### config.mk
export PLATFORM = sky130hd
export DESIGN_NAME = clk_div_ctrl
export DESIGN_NICKNAME = d
export VERILOG_FILES = /design/src/rtl/clk_div_pkg.sv /design/src/rtl/clk_div_counter.sv /design/src/rtl/clk_div_ctrl.sv
export SDC_FILE = /design/constraint.sdc
export NUM_CORES = 1
export LEC_CHECK = 0
export CORE_ASPECT_RATIO = 1.25
export CORE_MARGIN = 2
export CORE_UTILIZATION = 45
export DETAILED_ROUTE_END_ITERATION = 16
export PLACE_DENSITY = 0.65
export SLEW_MARGIN = 10
export SYNTH_ARGS = -nofsm -noshare
export SYNTH_HDL_FRONTEND = slang
export SYNTH_HIERARCHICAL = 1
export SYNTH_SLANG_ARGS = --single-unit
### constraint.sdc
create_clock -name clk -period 5.3 [get_ports clk]
set_input_delay 1.06 -clock clk [delete_from_list [all_inputs] [get_ports clk]]
set_output_delay 1.06 -clock clk [all_outputs]
set_load 0.05 [all_outputs]
### src/rtl/clk_div_pkg.sv
// ---------------------------------------------------------------------------
// clk_div_pkg
//   Shared definitions for the programmable clock divider controller.
//   state_t : controller states
//     IDLE  - stopped, out_clk low
//     RUN   - dividing
//     PEND  - dividing, new ratio held until the period ends
//     DRAIN - enable dropped, finishing the current period
//   DIV_MIN : smallest legal divide ratio
// ---------------------------------------------------------------------------
package clk_div_pkg;

  typedef enum logic [1:0] {
    IDLE  = 2'd0,
    RUN   = 2'd1,
    PEND  = 2'd2,
    DRAIN = 2'd3
  } state_t;

  localparam int unsigned DIV_MIN = 2;

endpackage

### src/rtl/clk_div_counter.sv
// ---------------------------------------------------------------------------
// clk_div_counter
//   Period counter for the clock divider. Counts 0 .. cur_div-1 while active
//   and produces registered out_clk / tick aligned with the counter value.
//   Ports:
//     clk, rst_n  source clock, asynchronous active-low reset
//     active      controller is in a counting state this cycle
//     run_next    controller will be in a counting state next cycle
//     cur_div     ratio in effect this cycle (defines the wrap point)
//     div_next    ratio in effect next cycle (defines next out_clk/tick)
//     wrap        last cycle of the current period (combinational)
//     out_clk     divided clock, high floor(div/2), low ceil(div/2) cycles
//     tick        high during the last cycle of each period
// ---------------------------------------------------------------------------
module clk_div_counter #(
  parameter int DIV_W = 8
) (
  input  logic             clk,
  input  logic             rst_n,
  input  logic             active,
  input  logic             run_next,
  input  logic [DIV_W-1:0] cur_div,
  input  logic [DIV_W-1:0] div_next,
  output logic             wrap,
  output logic             out_clk,
  output logic             tick
);

  localparam logic [DIV_W-1:0] ONE = DIV_W'(1);

  logic [DIV_W-1:0] cnt_reg;
  logic [DIV_W-1:0] cnt_next;
  logic             out_clk_reg;
  logic             tick_reg;

  assign wrap = active && (cnt_reg == (cur_div - ONE));

  // Counter restarts at 0 on wrap, when leaving IDLE, and whenever stopped.
  always_comb begin
    cnt_next = '0;
    if (run_next && active && !wrap) begin
      cnt_next = cnt_reg + ONE;
    end
  end

  // out_clk/tick are computed from the next counter value and next ratio so
  // the registered outputs always match the registered counter: no runts when
  // the ratio switches at a period boundary.
  always_ff @(posedge clk or negedge rst_n) begin
    if (!rst_n) begin
      cnt_reg     <= '0;
      out_clk_reg <= 1'b0;
      tick_reg    <= 1'b0;
    end else begin
      cnt_reg     <= cnt_next;
      out_clk_reg <= run_next && (cnt_next < (div_next >> 1));
      tick_reg    <= run_next && (cnt_next == (div_next - ONE));
    end
  end

  assign out_clk = out_clk_reg;
  assign tick    = tick_reg;

endmodule

### src/rtl/clk_div_ctrl.sv
// ---------------------------------------------------------------------------
// clk_div_ctrl
//   Run-time programmable, glitch-free integer clock divider controller.
//   Ratio changes and enable/disable only take effect on period boundaries.
//   Ports:
//     clk, rst_n  source clock, asynchronous active-low reset
//     en          1 = run, 0 = stop after the current period
//     cfg_valid   new ratio offered on cfg_div
//     cfg_div     requested ratio (legal 2 .. 2**DIV_W-1)
//     cfg_ready   ratio can be accepted this cycle (IDLE or RUN)
//     cfg_err     one-cycle pulse after an accepted illegal ratio (<2)
//     cur_div     ratio currently in effect
//     out_clk     divided clock, registered
//     tick        one-cycle pulse in the last cycle of each period
//     busy        controller not IDLE
// ---------------------------------------------------------------------------
module clk_div_ctrl
  import clk_div_pkg::*;
#(
  parameter int DIV_W       = 8,
  parameter int DEFAULT_DIV = 8
) (
  input  logic             clk,
  input  logic             rst_n,
  input  logic             en,
  input  logic             cfg_valid,
  input  logic [DIV_W-1:0] cfg_div,
  output logic             cfg_ready,
  output logic             cfg_err,
  output logic [DIV_W-1:0] cur_div,
  output logic             out_clk,
  output logic             tick,
  output logic             busy
);

  localparam logic [DIV_W-1:0] DIV_MIN_W = DIV_W'(DIV_MIN);
  localparam logic [DIV_W-1:0] DIV_RST   = DIV_W'(DEFAULT_DIV);

  state_t           state_reg,   state_next;
  logic [DIV_W-1:0] cur_div_reg, cur_div_next;
  logic [DIV_W-1:0] pend_div_reg, pend_div_next;
  logic             cfg_err_reg, cfg_err_next;

  logic wrap;
  logic xfer;
  logic legal;

  assign cfg_ready = (state_reg == IDLE) || (state_reg == RUN);
  assign xfer      = cfg_valid && cfg_ready;
  assign legal     = (cfg_div >= DIV_MIN_W);

  always_comb begin
    state_next    = state_reg;
    cur_div_next  = cur_div_reg;
    pend_div_next = pend_div_reg;
    cfg_err_next  = xfer && !legal;

    case (state_reg)
      IDLE: begin
        if (xfer && legal) cur_div_next = cfg_div;
        if (en) state_next = RUN;
      end

      RUN: begin
        if (xfer && legal && !wrap) begin
          // Mid-period request: hold it and switch at the next wrap.
          pend_div_next = cfg_div;
          state_next    = PEND;
        end else begin
          // On the wrap cycle the new ratio can apply to the next period
          // directly.
          if (xfer && legal) cur_div_next = cfg_div;
          // Enable dropping on the wrap cycle means the current period is
          // already complete, so stop now rather than drain another one.
          if (!en) state_next = wrap ? IDLE : DRAIN;
        end
      end

      PEND: begin
        if (wrap) begin
          cur_div_next = pend_div_reg;
          state_next   = en ? RUN : IDLE;
        end
      end

      DRAIN: begin
        if (en)        state_next = RUN;
        else if (wrap) state_next = IDLE;
      end

      default: state_next = IDLE;
    endcase
  end

  always_ff @(posedge clk or negedge rst_n) begin
    if (!rst_n) begin
      state_reg    <= IDLE;
      cur_div_reg  <= DIV_RST;
      pend_div_reg <= '0;
      cfg_err_reg  <= 1'b0;
    end else begin
      state_reg    <= state_next;
      cur_div_reg  <= cur_div_next;
      pend_div_reg <= pend_div_next;
      cfg_err_reg  <= cfg_err_next;
    end
  end

  clk_div_counter #(
    .DIV_W (DIV_W)
  ) u_counter (
    .clk      (clk),
    .rst_n    (rst_n),
    .active   (state_reg != IDLE),
    .run_next (state_next != IDLE),
    .cur_div  (cur_div_reg),
    .div_next (cur_div_next),
    .wrap     (wrap),
    .out_clk  (out_clk),
    .tick     (tick)
  );

  assign cfg_err = cfg_err_reg;
  assign cur_div = cur_div_reg;
  assign busy    = (state_reg != IDLE);

endmodule
* Word-level counts from Yosys, hierarchy flattened
Cells that the tools add are included. Widths: inputs -> output; s select.
Storage, ports and cells: register bits after elaboration 29, input bits 12
Cells by class: add/sub/neg operators 3, $lt $le $gt $ge 2, equal/unequal tests 5, multiplexer cells 14, reduce and logical (&&, ||, !) cells 16
Operator list (number):
- $mux 8 | 4
- $pmux 8 s3 | 1
- $eq 8x8->1 | 2
- $sub 8x1->8 const B | 2
- $mux 2 | 7
- $logic_and 1x1->1 | 9
- $add 8x1->8 const B | 1
- $ge 8x2->1 const B | 1
- $lt 8x7->1 | 1
- $pmux 2 s4 | 1
- $eq 2x2->1 const B | 2
- $reduce_bool 2->1 | 2
- $eq 2x1->1 const B | 1
- $logic_not 1->1 | 2
- $logic_not 2->1 | 1
- $reduce_and 2->1 | 1
- $logic_or 1x1->1 | 1
- $mux 1 | 1

* Depth between registers and ports, before layout
Gate-level depths: netlist of run 1.
depth after elaboration 13, mapped depth 19

* Cells and area by module
The synthesis of run 1 kept the hierarchy.
Modules (own cells, without submodules):
- clk_div_counter | times used 1, cells an instance 151, area each 1183.6 um2
- clk_div_ctrl | times used 1, cells an instance 95, area each 1029.7 um2

* Worst setup path before layout of run 1
No wires, ideal clock.
path type register -> register, from reg cur_div_reg[0] (netlist: cur_div[0]), to reg u_counter.tick_reg (netlist: u_counter/tick), library setup time 0.111 ns, data arrival time 4.768 ns, data required time 5.189 ns, path slack 0.421 ns, stages on the path, launching flop included 19, path buffers 2, clock period less this slack 4.879 ns, path through dfrtp_1 -> inv_1 -> ha_1 -> a311o_1 -> a2111o_1 -> inv_2 -> nor2b_1 -> clkbuf_1 -> mux2i_1 -> nor2_1 -> a221o_1 -> buf_6 -> or4_4 -> or4_4 -> a222oi_1 -> a21oi_1 -> nor3_2 -> o22ai_1 -> a2111oi_2
RTL lines:
- from (decl) | line clk_div_ctrl.sv:40 | logic [DIV_W-1:0] cur_div_reg, cur_div_next;
- from (signal assigned) | line clk_div_ctrl.sv:103 | cur_div_reg <= cur_div_next;
- $sub 8x1->8 * | line clk_div_counter.sv:36 | assign wrap = active && (cnt_reg == (cur_div - ONE));
- $eq 8x8->1 * | line clk_div_counter.sv:36
- $logic_and 1x1->1 * | line clk_div_counter.sv:36
- via wrap | line clk_div_ctrl.sv:44 | logic wrap;
- $logic_not 1->1 | line clk_div_ctrl.sv:65 | if (xfer && legal && !wrap) begin
- $logic_and 1x1->1 | line clk_div_ctrl.sv:65
- $mux 8 | line clk_div_ctrl.sv:65
- $pmux 8 s3 * | line clk_div_ctrl.sv:58 | case (state_reg)
- via cur_div_next[3] | line clk_div_ctrl.sv:40
- $sub 8x1->8 * | line clk_div_counter.sv:57 | tick_reg <= run_next && (cnt_next == (div_next - ONE));
- $eq 8x8->1 * | line clk_div_counter.sv:57
- $logic_and 1x1->1 * | line clk_div_counter.sv:57
- to (signal assigned) | line clk_div_counter.sv:57
- to (decl) | line clk_div_counter.sv:34 | logic tick_reg;
The timed path passes the listed nets; every way through them passes the cells marked *. A chain may end at the register's enable or synchronous reset.

* Worst setup path after layout of run 1
from in cfg_div[3], to reg u_counter.tick_reg (netlist: u_counter/tick)
RTL lines:
- from (decl) | line clk_div_ctrl.sv:27 | input logic [DIV_W-1:0] cfg_div,
- $ge 8x2->1 * | line clk_div_ctrl.sv:50 | assign legal = (cfg_div >= DIV_MIN_W);
- $logic_and 1x1->1 * | line clk_div_ctrl.sv:60, clk_div_ctrl.sv:65, clk_div_ctrl.sv:72
- $mux 8 / $logic_and 1x1->1 (equally long branches) | line clk_div_ctrl.sv:60, clk_div_ctrl.sv:72, clk_div_ctrl.sv:65
- $mux 8 | line clk_div_ctrl.sv:65
- $pmux 8 s3 * | line clk_div_ctrl.sv:58
- via cur_div_next[5] | line clk_div_ctrl.sv:40
- $sub 8x1->8 * | line clk_div_counter.sv:57
- $eq 8x8->1 * | line clk_div_counter.sv:57
- $logic_and 1x1->1 * | line clk_div_counter.sv:57
Marked as above.

==> reports/metrics.yaml, run 1 <==
status:
  status: "finished clean"
floorplan:
  num_io_pins: 25
  die_h_um: 82.41
  core-area_um2: 4730
  row_count: 28
  start_util: 0.4680
  die-area_um2: 5499
  die-width_um: 66.73
final_layout:
  fin_util: 0.5548
  diodes: 0
  register_area_um2: 726.9
  multi_input_area_um2: 1386
  area.growth.synth_to_final_pct: 18.54
  drive_above_1_share: 0.1232
  nNetsFinal: 295
  stdcell_count: 336
  fill_cells: 425
yosys:
  synth.avg_cell_area_um2: 8.997
  synthCells: 246
  yosys-top-cells-area: "dfrtp_1 32%, mux2_2 4.1%, ha_1 4.0%"
  yosysSeqAreaShare: 0.3284
  synth_fp_nets: 265
  synth_top_area_share: 0.3166
  synth_area_um2: 2213
  synthArstFlopShare: 1.000
  ys_seq_elements: 29
  synth_flop_cell: "dfrtp_1"
  synth_edf_count: 0
  ys_warn_count: 6
  synth_top_area_cell: "dfrtp_1"
  ys_types: 58
routing:
  drcViolationCount: 0
  antenna_left: 0
  drt-wirelength-per-cell_um: 17.40
  vias: 2001
  viasPerCell: 5.955
  drt-initial-drc-count: 141
  routed_wl_mm: 5.848
  drt_first_pass_iters: 5
clock_tree:
  numClockSinks: 29
  cts_tree: "built"
  cts-buffers-inserted: 5
  h-tree-depth: 2
  cts.root.buffer_cell: "clkbuf_8"
  clockBufferDepth: 2
  ctsResizeCount: 0
  ctsHoldBuffers: 0
  clkTransAtPathRegs_ns: 0.06
  clock_latency_ns: 0.28
  post_cts_buffers: 0
place:
  portBuffers: 24
  dp_hpwl_mm: 4.383
  place_inst: 329
  gp_congestion: 0.8385
worst_setup_path:
  cp.arrival_ns: 4.93
  crit_chain: "clkdlybuf4s50_1 > or4_1 > o211a_4 > a21o_1 > a221o_2 > or4_4 > or4_4 > a222oi_1 > a21oi_1 > nor3_2 > o22ai_1 > a2111oi_2"
  worstSetupPathType: "input pin to flop"
  worstPathMaxFanout: 6
  worstPathRequired_ns: 5.47
  critPathLaunchType: "input pin"
  crit_top_cell: "or4_4"
  cp_slowest_cell: "or4_1"
  slowest_delay_ns: 0.64
  end_kind: "flop"
  reg2reg_setup_slack_ns: 0.59
timing:
  rsz0062_at_grt: "false"
  period_minus_slack_ns: 4.763
  finClkSkew_ns: 0.008110
  timing.hold.ws_ns: 0.5073
  tightest_slew_ns: 0.6143
  max_freq_mhz: 210.0
  setup_violations: 0
  fin_setup_tns_ns: 0
  slew_viol_final: 0
  maxSlewHeadroom: 0.5896
  hold_violations: 0
  fin_crit_sh: 0.8986
global_routing:
  overflow: 0
  antenna_found_initial: 0
  first_global_vias: 1944
  grt_pass1_wl_mm: 9.618
  grt_util_all_layers: 0.2359
  grt_max_degree: 30
worst_hold_path:
  hold_class: "flop to flop"
power:
  leakage_nw: 1.133
  irDropWorstVdd_uv: 361.5
  p_per_area_nw_per_um2: 677.4
run:
  drv_cap: 0
-- cell usage after synthesis (all sizes together) (3+ instances only) --
cell / number
nand4: 5
mux2i: 6
clkbuf: 5
xor2: 10
mux2: 8
a31oi: 8
or2: 3
nand2: 23
nor2b: 3
buf: 4
nand2b: 6
a221o: 6
o21ai: 5
nand3: 7
a22o: 6
and3: 5
or4: 7
inv: 12
a21oi: 9
o31ai: 6
nor2: 23
nor3: 3
dfrtp: 28
xnor2: 10
ha: 7
-- placed cells by master, fill, tap and decap left out, types with 2 or more instances in the layout --
cell,synthesis,routed
a21o_1,2,2
a21oi_1,9,9
a221o_1,5,5
a22o_1,6,6
a31oi_1,7,7
and2_1,2,2
and3_1,5,5
and4_1,2,2
buf_4,0,8
clkbuf_8,0,6
clkdlybuf4s50_1,0,24
dfrtp_1,28,28
ha_1,7,7
inv_1,11,11
mux2_2,8,8
mux2i_1,6,6
nand2_1,23,23
nand2b_1,6,6
nand3_1,7,7
nand3b_1,2,2
nand4_1,5,5
nor2_1,23,23
nor2b_1,3,3
nor3_1,2,2
o21ai_0,5,5
o311ai_0,2,2
o31ai_1,6,6
or2_2,2,2
or4_1,5,5
or4_4,2,2
xnor2_1,10,10
xor2_1,10,10
-- logic make-up (layout without fill, tap and decap cells) --
kind of cell | Yosys count | in the layout | share of synthesized area
AND/OR/NAND/NOR | 96 | 96 | 0.2301
adder cells (fa/ha/maj) | 7 | 7 | 0.03957
AO/OA/AOI/OAI | 58 | 58 | 0.2097
XOR/XNOR | 20 | 20 | 0.07914
multiplexers | 14 | 14 | 0.06784
flip-flops | 29 | 29 | 0.3284
buffers and inverters | 22 | 52 | 0.04522
-- critical path, delay by kind of cell --
kind	cells	cell delay [ns]
AO/OA/AOI/OAI	7	1.65
AND/OR/NAND/NOR	4	1.78
buffers and inverters	1	0.45
-- cell type report --
type / count / share of cell area
timing repair buffer: 32 / 0.1144
sequential: 29 / 0.2771
tap: 60 / 0.02861
multi-input combinational: 195 / 0.5284
inverter: 13 / 0.01860
clock buffer: 7 / 0.03290
-- metrics by stage --
step / power (mW) / worst slack [ns] / area (um^2)
floorplan: 1.280 / 0.4209 / 2213
global placement: 1.577 / 0.2832 / 2537
detailed placement: 1.582 / 0.2501 / 2537
CTS: 1.775 / 0.5278 / 2624
global route: 1.916 / 0.2953 / 2624
finish: 1.777 / 0.5375 / 2624
-- where the power goes --
group	total (mW)	leakage (nW)	switching [mW]	internal (mW)
combinational	1.18	0.722	0.693	0.484
clock	0.182	0.0443	0.0796	0.103
sequential	0.418	0.367	0.112	0.306
-- per-layer routing --
| metal | track usage | vias up | routed length (um) |
|---|---|---|---|
| met2 | 0.3960 | 56 | 2890 |
| met1 | 0.3022 | 963 | 2552 |
| met5 | 0 | - | 0 |
| li1 | - | 973 | - |
| met3 | 0.04336 | 9 | 318 |
| met4 | 0.08571 | 0 | 86 |
-- path summary, 6_finish.rpt --
check / from / end / cells after the start
setup / recovery: cfg_div[3] / u_counter/tick$_DFF_PN0_ / 12
hold / removal: pend_div_reg[7]$_DFFE_PN0P_ / pend_div_reg[7]$_DFFE_PN0P_ / 1
setup reg to reg: cur_div[4]$_DFF_PN0_ / u_counter/tick$_DFF_PN0_ / 17
hold reg to reg: pend_div_reg[7]$_DFFE_PN0P_ / pend_div_reg[7]$_DFFE_PN0P_ / 1
max in group asynchronous: rst_n / cur_div[3]$_DFF_PN1_ / 2
min in group asynchronous: rst_n / pend_div_reg[5]$_DFFE_PN0P_ / 2
No activity file was read; power rests on OpenSTA's default activity.
==> inputs of run 2 (changes only) <==
CELL_PAD_IN_SITES_DETAIL_PLACEMENT = 1   (was not set)
CELL_PAD_IN_SITES_GLOBAL_PLACEMENT = 1   (was not set)
CORE_UTILIZATION = 43   (was 45)
PLACE_DENSITY = 0.79   (was 0.65)
==> reports/metrics.yaml, run 2 (synthesis results as in run 1) <==
timing:
  fin_crit_sh: 0.9112  # +0.01265
  slew_viol_final: 0  # unchanged
  fin_setup_tns_ns: 0  # unchanged
  rsz0062_at_grt: "false"
  period_minus_slack_ns: 4.830  # +0.06705 ns
  maxSlewHeadroom: 0.5845  # -0.005060
  tightest_slew_ns: 0.6219  # +0.007575 ns
  hold_violations: 0  # unchanged
  layout_setup_ws_ns: 0.4704  # -0.06705 ns
  finClkSkew_ns: 0.006670  # -0.001440 ns
  max_freq_mhz: 207.1  # -1.4%
  setup_violations: 0  # unchanged
worst_setup_path:
  worstSetupPathType: "flop to flop"
  worstPathMaxFanout: 8  # +2
  worstPathRequired_ns: 5.47  # about the same
  cp.arrival_ns: 5.00  # +0.07 ns
  critPathLaunchType: "flop"
  end_kind: "flop"
clock_tree:
  cts_tree: "built"
  clock_latency_ns: 0.29  # about the same
  cts.root.buffer_cell: "clkbuf_8"
  h-tree-depth: 2  # unchanged
  numClockSinks: 29  # unchanged
  post_cts_buffers: 0  # unchanged
  ctsResizeCount: 0  # unchanged
  ctsHoldBuffers: 0  # unchanged
  clkTransAtPathRegs_ns: 0.06  # about the same
  clockBufferDepth: 2  # unchanged
  cts-buffers-inserted: 5  # unchanged
place:
  portBuffers: 24  # unchanged
  dp_hpwl_mm: 5.129  # +17%
  place_ws_ns: 0.2069  # -0.04323 ns
  gp_congestion: 0.8736  # +4.2%
final_layout:
  diodes: 0  # unchanged
  nNetsFinal: 295  # unchanged
  mostFrequentLayoutCells: "28 x dfrtp_1, 24 x clkdlybuf4s50_1, 23 x nor2_1, 23 x nand2_1, 11 x inv_1"
  final_common_cell: "dfrtp_1"
  area.growth.synth_to_final_pct: 20.01
  fin_util: 0.5305  # -0.02428
  drive_above_1_share: 0.1264  # +0.003165
power:
  leakage_nw: 1.147  # +1.2%
  p_per_area_nw_per_um2: 701.9  # +3.6%
  irDropWorstVdd_uv: 305.2  # -16%
global_routing:
  grt_max_degree: 30  # unchanged
  antenna_found_initial: 0  # unchanged
  grt_util_all_layers: 0.2588  # +0.02296
  grt_pass1_wl_mm: 11.01  # +14%
  first_global_vias: 2148  # +10%
  overflow: 0  # unchanged
floorplan:
  start_util: 0.4420  # -0.02596
  die-width_um: 68.17  # +2.2%
  die_h_um: 84.22  # +2.2%
  die-area_um2: 5741  # +4.4%
  row_count: 29  # +3.6%
  num_io_pins: 25  # unchanged
  core-area_um2: 5007  # +5.9%
worst_hold_path:
  hold_class: "flop to flop"
run:
  drv_cap: 0  # unchanged
routing:
  viasPerCell: 6.142  # +3.1%
  drt-initial-drc-count: 216  # +53%
  antenna_left: 0  # unchanged
  drcViolationCount: 0  # unchanged
  drt-wirelength-per-cell_um: 19.97  # +15%
  routed_wl_mm: 6.769  # +16%
  vias: 2082  # +4.0%
  drt_first_pass_iters: 4  # -1
status:
  status: "finished clean"
[run 2: changes by cell type in the layout (fill, tap and decap cells not counted), sizes merged]
cell    before  now
bufinv       0    1
[run 2: metal layers]
metal  GRT usage  routed length [um]
met5           0                   0
met4      0.1255                 145
met2      0.4192                3408
met1      0.3299                2881
met3     0.03753                 334
[run 2: per-stage QoR]
step           area [um^2]  std cells  power [mW]  hold WS (ns)
3_3_place_gp          2540        331       1.580        0.4941
6_report              2656        339       1.864        0.5129
2_1_floorplan         2213        246       1.280        0.4803
4_1_cts               2656        339       1.863        0.5211
5_1_grt               2656        339       2.013        0.5278
3_5_place_dp          2540        331       1.605        0.5094
[run 2: layout make-up]
type | instances | area [um^2]
inverter | 13 | 48.80
timing repair buffer | 32 | 300.3
sequential | 29 | 726.9
tap | 62 | 77.57
clock buffer | 7 | 86.33
clock inverter | 1 | 30.03
multi-input combinational | 195 | 1386
fill | 625 | 2351
[run 2: worst max-delay path, stage by stage, from the launching register on]
cell and delay (ns):
dfrtp_1 0.47, inv_1 0.10, ha_1 0.24, a21oi_1 0.06
a311o_1 0.34, a2111o_1 0.43, inv_2 0.17, nor2b_1 0.15
buf_4 0.20, mux2i_1 0.20, nor2_1 0.06, a221o_2 0.36
or4_4 0.53, or4_4 0.51, a222oi_1 0.32, a21oi_1 0.09
nor3_2 0.11, o22ai_1 0.12, a2111oi_2 0.28
[run 2: where the power goes]
group,internal (mW),switching [mW],total [mW]
Combinational,0.484,0.721,1.21
Clock,0.153,0.0863,0.239
Sequential,0.306,0.114,0.420
Total,0.943,0.921,1.86
[run 2: path summary, 6_finish.rpt]
kind,cells past startpoint,end,slack (ns),startpoint
worst max-delay path,18,u_counter/tick$_DFF_PN0_,0.47,cur_div[0]$_DFF_PN0_
worst min-delay path,1,pend_div_reg[1]$_DFFE_PN0P_,0.51,pend_div_reg[1]$_DFFE_PN0P_
worst max register to register,18,u_counter/tick$_DFF_PN0_,0.47,cur_div[0]$_DFF_PN0_
worst min register to register,1,pend_div_reg[1]$_DFFE_PN0P_,0.51,pend_div_reg[1]$_DFFE_PN0P_
max in group asynchronous,2,cur_div[3]$_DFF_PN1_,3.82,rst_n
min in group asynchronous,2,pend_div_reg[7]$_DFFE_PN0P_,1.16,rst_n
==> inputs of run 3 (changes only) <==
TNS_END_PERCENT = 20   (was not set)
==> results of run 3 <==
No change in the layout: final DEF, timing and power equal those of run 2.
